## config.mk

```make
export PLATFORM = sky130hd
export DESIGN_NAME = tdc_thermo_encoder
export DESIGN_NICKNAME = d
export VERILOG_FILES = /design/src/rtl/tdc_pkg.sv /design/src/rtl/tdc_thermo_to_bin.sv /design/src/rtl/tdc_thermo_encoder.sv
export SDC_FILE = /design/constraint.sdc
export NUM_CORES = 1
export LEC_CHECK = 0
export CAP_MARGIN = 20
export CELL_PAD_IN_SITES_DETAIL_PLACEMENT = 1
export CELL_PAD_IN_SITES_GLOBAL_PLACEMENT = 2
export CORE_MARGIN = 2
export CORE_UTILIZATION = 41
export DETAILED_ROUTE_END_ITERATION = 6
export DONT_BUFFER_PORTS = 1
export HOLD_SLACK_MARGIN = 0.02
export PLACE_DENSITY = 0.74
export SYNTH_ARGS = -nofsm -noshare
export SYNTH_HDL_FRONTEND = slang
export SYNTH_SLANG_ARGS = --single-unit
```

## constraint.sdc

```tcl
create_clock -name clk -period 1.9 [get_ports clk]
set_clock_uncertainty 0.1 [all_clocks]
set_input_delay 0.095 -clock clk [delete_from_list [all_inputs] [get_ports clk]]
set_output_delay 0.095 -clock clk [all_outputs]
set_load 0.01 [all_outputs]
```

## src/rtl/tdc_pkg.sv

```systemverilog
// rtl/tdc_pkg.sv - shared TDC constants, width helper and result record
package tdc_pkg;

  localparam int TDC_TAPS_DEFAULT = 64;

  function automatic int tdc_count_w(input int taps);
    return $clog2(taps + 1);
  endfunction

  localparam int TDC_CW_DEFAULT = tdc_count_w(TDC_TAPS_DEFAULT);

  // Result record consumed by the coarse/fine timestamp combiner.
  typedef struct packed {
    logic [TDC_CW_DEFAULT-1:0] count;
    logic                      overflow;
    logic                      underflow;
    logic                      bubble;
  } tdc_result_t;

endpackage

```

## src/rtl/tdc_thermo_to_bin.sv

```systemverilog
// rtl/tdc_thermo_to_bin.sv - first-zero search of a thermometer code with edge-range flags
module tdc_thermo_to_bin
  import tdc_pkg::*;
#(
  parameter int TAPS = TDC_TAPS_DEFAULT,
  parameter int CW   = tdc_count_w(TAPS)
) (
  input  logic [TAPS-1:0] therm_i,
  output logic [CW-1:0]   count_o,
  output logic            overflow_o,
  output logic            underflow_o
);

  // Scanning downward leaves the lowest zero index; ones above it are ignored.
  always_comb begin
    count_o = CW'(TAPS);
    for (int i = TAPS - 1; i >= 0; i--) begin
      if (!therm_i[i]) count_o = CW'(i);
    end
  end

  assign overflow_o  = &therm_i;
  assign underflow_o = ~therm_i[0];

endmodule

```

## src/rtl/tdc_thermo_encoder.sv

```systemverilog
// rtl/tdc_thermo_encoder.sv - delay-line tap capture, bubble filter and thermometer-to-binary pipeline
module tdc_thermo_encoder
  import tdc_pkg::*;
#(
  parameter int TAPS          = TDC_TAPS_DEFAULT,
  parameter int CW            = tdc_count_w(TAPS),
  parameter int SYNC_STAGES   = 2,
  parameter bit BUBBLE_FILTER = 1'b1,
  parameter bit POLARITY      = 1'b1
) (
  input  logic            clk,
  input  logic            rst_n,
  input  logic [TAPS-1:0] taps_in,
  input  logic            sample,
  output logic [CW-1:0]   fine_count,
  output logic            valid,
  output logic            overflow,
  output logic            underflow,
  output logic            bubble
);

  logic [TAPS-1:0]        sync_q [SYNC_STAGES];
  logic [SYNC_STAGES-1:0] samp_q;

  always_ff @(posedge clk) begin
    sync_q[0] <= taps_in;
    for (int i = 1; i < SYNC_STAGES; i++) begin
      sync_q[i] <= sync_q[i-1];
    end
  end

  always_ff @(posedge clk) begin
    if (!rst_n) begin
      samp_q <= '0;
    end else begin
      samp_q[0] <= sample;
      for (int i = 1; i < SYNC_STAGES; i++) begin
        samp_q[i] <= samp_q[i-1];
      end
    end
  end

  logic [TAPS-1:0] t_d;
  logic [TAPS+1:0] ext_d;
  logic [TAPS-1:0] f_d;
  logic            bubble_d;

  assign t_d   = POLARITY ? sync_q[SYNC_STAGES-1] : ~sync_q[SYNC_STAGES-1];
  // Boundaries: a virtual 1 below tap 0 and a virtual 0 above the last tap.
  assign ext_d = {1'b0, t_d, 1'b1};

  always_comb begin
    f_d      = t_d;
    bubble_d = 1'b0;
    if (BUBBLE_FILTER) begin
      for (int i = 0; i < TAPS; i++) begin
        f_d[i] = (ext_d[i] & ext_d[i+1]) | (ext_d[i] & ext_d[i+2]) | (ext_d[i+1] & ext_d[i+2]);
      end
      bubble_d = |(f_d ^ t_d);
    end
  end

  logic [TAPS-1:0] f_q;
  logic            bubble_q;
  logic            fvld_q;

  always_ff @(posedge clk) begin
    f_q      <= f_d;
    bubble_q <= bubble_d;
  end

  always_ff @(posedge clk) begin
    if (!rst_n) fvld_q <= 1'b0;
    else        fvld_q <= samp_q[SYNC_STAGES-1];
  end

  logic [CW-1:0] enc_count;
  logic          enc_ovf;
  logic          enc_udf;

  tdc_thermo_to_bin #(
    .TAPS (TAPS),
    .CW   (CW)
  ) u_thermo_to_bin (
    .therm_i     (f_q),
    .count_o     (enc_count),
    .overflow_o  (enc_ovf),
    .underflow_o (enc_udf)
  );

  logic [CW-1:0] count_q;
  logic          valid_q;
  logic          ovf_q;
  logic          udf_q;
  logic          bub_q;

  // Result registers only load on a valid sample so they hold between pulses.
  always_ff @(posedge clk) begin
    if (!rst_n) begin
      count_q <= '0;
      valid_q <= 1'b0;
      ovf_q   <= 1'b0;
      udf_q   <= 1'b0;
      bub_q   <= 1'b0;
    end else begin
      valid_q <= fvld_q;
      if (fvld_q) begin
        count_q <= enc_count;
        ovf_q   <= enc_ovf;
        udf_q   <= enc_udf;
        bub_q   <= bubble_q;
      end
    end
  end

  assign fine_count = count_q;
  assign valid      = valid_q;
  assign overflow   = ovf_q;
  assign underflow  = udf_q;
  assign bubble     = bub_q;

endmodule
```

==> results.md, run 1 <==
* Wire per inst at ~19 µm
* DP Wirelength at about 13 mm
* Power per cell area at ~1200 nW/µm²
* Largest net degree at the start of global routing at 15
* Crit Path Max Fanout at 7
* Clock power frac at 0.465
* Crit start category: flip-flop
* Remaining global-route overflow at 0
* Mean Syn Cell Area at approximately 11 µm²
* Synth area leader: dfxtp_1
* Ratio of cells with drive above 1 in the final layout at 0.0909
* Drt first-iter violations at around 190
* LEAKAGE at about 3.3 nW
* Sw frac at 0.210
* Routability congestion estimate at between 0.8 and 0.9
* Initial Utilization at 0.421
* Sequential share of the synthesized area at 0.618
* Top cells by area, synth: dfxtp_1, maj3_1, nand2b_1, nor2b_1, nand4_1
* Outcome: completed
* Via count at about 4800
* Max Freq at about 530 MHz
* I/O pin count at 78
* Reg2reg path depth at 4
* Minimum clock period at between 1.5 and 2 ns
* Async set or reset register ratio after synthesis at 0
* Final ANT Viol Nets at 0
* Worst Hold Path Cells at 1
* CTS root buffer: clkbuf_16
* Hold Path Class: input pin to flip-flop
* Die H at 132 µm
* Arrival time at the worst endpoint at approximately 2.2 ns
* Clk_lat worst skew at approximately 0.50 ns
* Full die area at 17400 µm²
* DRC at 0
* Worst slew margin at 0.571
* Placed instance area at between 7000 and 8000 µm²
* GRT Util Overall at 0.203
* Top Layer Used: met4
* Core area at approximately 16000 µm²
* Layout area overhead at 28.7%
* Clk buf depth at 3
* Die X at approximately 130 µm
* FILL cells at between 1500 and 2000
* Tcrit/Tclk final at 0.996
* Global-route wire length before repair at approximately 28 mm
* Synthesized instance count at approximately 600
* Post-synthesis register bit count at between 200 and 250
* TritonCTS buffer count at 22
* CTS clock-pin slew for the worst setup and hold paths at approximately 0.060 ns
* Setup Viol. Count Final at 0
* Netlist cell types at 51
* Vias in the first global route at ~5000
* # port buffers at 0
* Number of synthesized flops with an enable pin at 0
* Yosys top cell area share at 0.618
* Reg power frac at 0.480
* Most frequent cells in the layout: dfxtp_1, dlygate4sd3_1, maj3_1
* Worst hold slack at around 0.041 ns
* H-tree levels at 1
* Initial antenna violation count at 0
* CTS Sinks at around 210
* Crit Path Class: flip-flop to flip-flop
* Combinational power share at 0.056
* Synth warn at 0
* Slew at the pin closest to its max-slew limit at roughly 0.64 ns
* ANT cells at 0
* Fin area at 8630 µm²
* P_int at around 8 mW
* Met2 wire len at about 8.6 mm
* Worst VDD drop at 0.846 mV
* # rows at 46
* TritonRoute pass-1 iters at 4
* Most common cell after layout, fill and taps aside: dfxtp_1
* Fin Setup TNS at 0 ns
* Pwr Total at around 10 mW
* Wire length on met1 at between 7 and 8 mm
* CTS tree: yes
* Max Transition Viols Final at 0
* Nets at roughly 770
* Total Wirelength at 17.6 mm
* Max-cap violation count at 0
* Final Hold Vio Count at 0
* NetSw at about 2.1 mW
* Worst Setup End Kind: flip-flop
* Mapped Nets at 659
* Synth Cell Area at approximately 6700 µm²
* Vias per cell at slightly above 5
* WP data required at between 2 and 2.5 ns
* WL met3 at between 700 and 800 µm
* Dominant synthesized flop cell: dfxtp_1
==> worst max-delay path, stage by stage (launching register included) <==
cell and delay (ns):
dfxtp_1 0.47, a211oi_1 0.09, or4_1 0.58, a2111oi_2 0.37, nand4_1 0.14
==> cell usage after synthesis (all sizes together) (2+ instances only) <==
cell type	n
a32oi	15
mux2i	2
nor3b	2
a31oi	6
o32a	7
and2	4
and3	4
o21a	4
inv	28
nor2	14
o211ai	3
a311oi	2
nand3	11
nor2b	37
a2bb2oi	2
maj3	62
o21ai	16
a211oi	6
o31ai	3
nand3b	2
nand2	31
or4	2
nor3	5
nor4	6
o22ai	2
a41oi	2
nand4	23
nand2b	46
a21oi	15
a31o	2
clkbuf	2
dfxtp	207
==> layer usage <==
layer	global-route usage	up-vias
met5	0	-
met3	0.0381	28
met1	0.249	2335
met2	0.354	100
met4	0.0755	0
li1	-	2342
==> area by class of cell <==
cell class / instances / area, µm² / area share
clock buffer: 29 / 648 / 0.0751
inverter: 28 / 105 / 0.0122
clock inverter: 9 / 178 / 0.0206
timing repair buffer: 88 / 831 / 0.0962
tap: 216 / 270 / 0.0313
sequential: 207 / 4150 / 0.481
multi-input combinational: 354 / 2450 / 0.284
==> power by group through the flow <==
stage          Sequential (mW)  Combinational (mW)  Clock [mW]
2_1_floorplan             4.86               0.308           0
3_3_place_gp              4.94               0.440           0
3_5_place_dp              4.95               0.445           0
4_1_cts                   4.85               0.561        4.83
5_1_grt                   4.90               0.614        4.99
6_report                  4.86               0.563        4.70
==> flip-flops by register name, indices dropped and copies added (netlist names) <==
name / count
f_q: 64
overflow: 1
bubble_q: 1
underflow: 1
fine_count: 7
sync_q: 128
samp_q: 2
valid: 1
fvld_q: 1
bubble: 1
==> final timing paths <==
kind	startpoint	to	slack, ns
hold reg to reg	sync_q[0][42]	sync_q[0][106]	0.22
hold / removal	taps_in[31]	sync_q[0][31]	0.04
setup / recovery	sync_q[0][98]	bubble_q	0.007
setup reg to reg	sync_q[0][98]	bubble_q	0.007
==> stage by stage <==
stage / utilization / setup WS (ns) / std cells
finish: 0.541 / 0.00723 / 931
global route: 0.541 / -0.0146 / 931
CTS: 0.541 / 0.0205 / 931
detailed placement: 0.446 / -0.0300 / 825
global placement: 0.446 / -0.0270 / 825
floorplan: - / 0.237 / 592
==> timing repair <==
| item | CTS | global route |
|---|---|---|
| setup buffers | 0 | 0 |
| endpoints found under the hold margin | 78 | 0 |
| gates resized for setup | 2 | 2 |
| pin swaps | 2 | 1 |
| setup endpoints to repair | 1 | 1 |
| hold buffers | 68 | 0 |
==> cell families (layout without fill, tap and decap cells) <==
group           count (synthesis)  in the layout  share of synthesized area
flops                         207            207                      0.618
buf+inv                        31            154                     0.0175
fa+ha+maj                      62             62                     0.0925
compound gates                 99             99                      0.108
mux                             2              2                    0.00298
simple gates                  191            191                      0.161
Power figures use the tool's default switching activity.
==> inputs of run 2 (changes only) <==
clock period = 2 ns   (was 1.9 ns; I/O delays follow)
==> results.md, run 2 (synthesis results as in run 1) <==
* Outcome: completed
* Reg with most FFs: sync_q
* Worst VDD drop at roughly 0.77 mV
* Die X at ~130 µm
* CTS root buffer: clkbuf_16
* Initial antenna violation count at 0
* Reg power frac at 0.514
* Slowest-stage cell, CP: or4_1
* Hold Path Origin: taps_in[7]
* Crit Reg-Reg Endpoint: bubble_q
* Hold Path Class: input pin to flip-flop
* Worst Hold Path Cells at 1
* Crit path largest cell delay at about 0.56 ns
* ANT cells at 0
* FILL cells at roughly 1700
* NetSw at 2.02 mW
* RSZ-0062 raised after global routing: false
* P_int at 6.99 mW
* DRC at 0
* GRT Util Overall at 0.199
* Most frequent cells in the layout: dfxtp_1, dlygate4sd3_1, maj3_1
* Ratio of cells with drive above 1 in the final layout at 0.0646
* End of the worst hold path: sync_q[0][7]
* Drt first-iter violations at between 200 and 250
* Core area at about 16000 µm²
* I/O pin count at between 70 and 80
* R2R Setup Slk at between 0.1 and 0.15 ns
* TritonRoute pass-1 iters at 5
* Largest net degree at the start of global routing at 16
* Fin area at 8370 µm²
* Nets at 750
* CTS clock-pin slew for the worst setup and hold paths at 0.06 ns
* Crit Path Max Fanout at 5
* # rows at 46
* Combinational power share at 0.054
* Power per cell area at around 1100 nW/µm²
* Initial Utilization at 0.421
* Placed instance area at between 7000 and 8000 µm²
* LEAKAGE at 3.17 nW
* CTS tree: yes
* Setup Viol. Count Final at 0
* Final ANT Viol Nets at 0
* H-tree levels at 1
* Total Wirelength at ~17 mm
* WP data required at about 2.2 ns
* Post-CTS sizing at 0
* CTS hold repair buffers at 66
* TritonCTS buffer count at 21
* Sw frac at 0.224
* Max Freq at roughly 530 MHz
* Vias per cell at roughly 5.2
* Die H at around 130 µm
* Arrival time at the worst endpoint at 2.13 ns
* Crit start category: flip-flop
* Final Hold Vio Count at 0
* Global-route wire length before repair at approximately 27 mm
* Post-CTS Setup Repair Bufs at 0
* Clock power frac at 0.432
* Wire per inst at around 19 µm
* CTS Sinks at slightly above 200
* Most common cell after layout, fill and taps aside: dfxtp_1
* Clk buf depth at 3
* Via count at between 4000 and 5000
* Max reg flops at about 130
* Crit Path Class: flip-flop to flip-flop
* Slew at the pin closest to its max-slew limit at roughly 0.54 ns
* Routability congestion estimate at 0.867
* Vias in the first global route at around 5000
* Max-cap violation count at 0
* Reg2reg path depth at 5
* Max Transition Viols Final at 0
* Layout area overhead at 24.7%
* Worst Setup End Kind: flip-flop
* DP Wirelength at 12.4 mm
* Full die area at around 17000 µm²
* Worst R2R Start: sync_q[0][97]
* # port buffers at 0
* Tcrit/Tclk final at 0.947
* Minimum clock period at around 1.9 ns
* Worst slew margin at 0.638
* Crit-path cells: inv_1 -> a211oi_1 -> or4_1 -> a2111oi_2 -> nand4_1
* Fin Setup TNS at 0 ns
* Remaining global-route overflow at 0
* Clk_lat worst skew at between 0.4 and 0.5 ns
==> run 2: cell types whose count changed in the layout (fill, tap and decap cells not counted), sizes merged <==
| cell | change |
|---|---|
| clkbuf | -3 |
| clkinv | +3 |
| clkinvlp | +2 |
| dlygate4sd3 | -2 |
| buf | -15 |
| bufinv | -3 |
==> run 2: through the flow <==
stage	worst slack [ns]	util	power, mW	instances	hold slack, ns
2_1_floorplan	0.337	-	4.91	592	0.0277
3_3_place_gp	0.221	0.439	5.08	810	0.0278
3_5_place_dp	0.129	0.439	5.10	810	0.0278
4_1_cts	0.125	0.525	9.10	913	0.0348
5_1_grt	0.00382	0.525	9.38	913	0.0416
6_report	0.105	0.525	9.01	913	0.0538
==> run 2: power by group through the flow <==
stage / registers [mW] / clock network [mW] / logic, mW
floorplan: 4.62 / 0 / 0.293
global placement: 4.71 / 0 / 0.373
detailed placement: 4.72 / 0 / 0.376
CTS: 4.63 / 3.98 / 0.484
global route: 4.67 / 4.18 / 0.531
finish: 4.63 / 3.89 / 0.482
==> run 2: cell type report <==
| type | instances | area (µm²) | area share |
|---|---|---|---|
| sequential | 207 | 4140 | 0.495 |
| multi-input combinational | 354 | 2450 | 0.292 |
| timing repair buffer | 71 | 698 | 0.0835 |
| clock buffer | 26 | 584 | 0.0698 |
| tap | 216 | 270 | 0.0323 |
| clock inverter | 11 | 118 | 0.0141 |
| inverter | 28 | 105 | 0.0126 |
==> run 2: how the worst max path moves through the flow <==
stage                   start  endpoint  slack, ns  cells after the start
6_report        sync_q[0][97]  bubble_q       0.11                      5
5_1_grt        sync_q[0][114]  bubble_q      0.004                      5
4_1_cts        sync_q[0][100]  bubble_q       0.12                      4
3_5_place_dp   sync_q[0][100]  bubble_q       0.13                      4
3_3_place_gp    sync_q[0][97]  bubble_q       0.22                      5
2_1_floorplan   sync_q[0][97]  bubble_q       0.34                      5
==> run 2: critical path: cells and delay by family (launching register included) <==
kind	cells	cell delay, ns
and+or+nand+nor	2	0.72
AOI/OAI and AO/OA	2	0.45
buffers and inverters	1	0.12
DFF	1	0.35
==> run 2: layer usage <==
layer  part of all wire  global-route usage  wire length [µm]
met5                  0                   0                 0
met4              0.023              0.0513               398
met3              0.040              0.0334               700
met2               0.49               0.353              8550
met1               0.45               0.252              7760
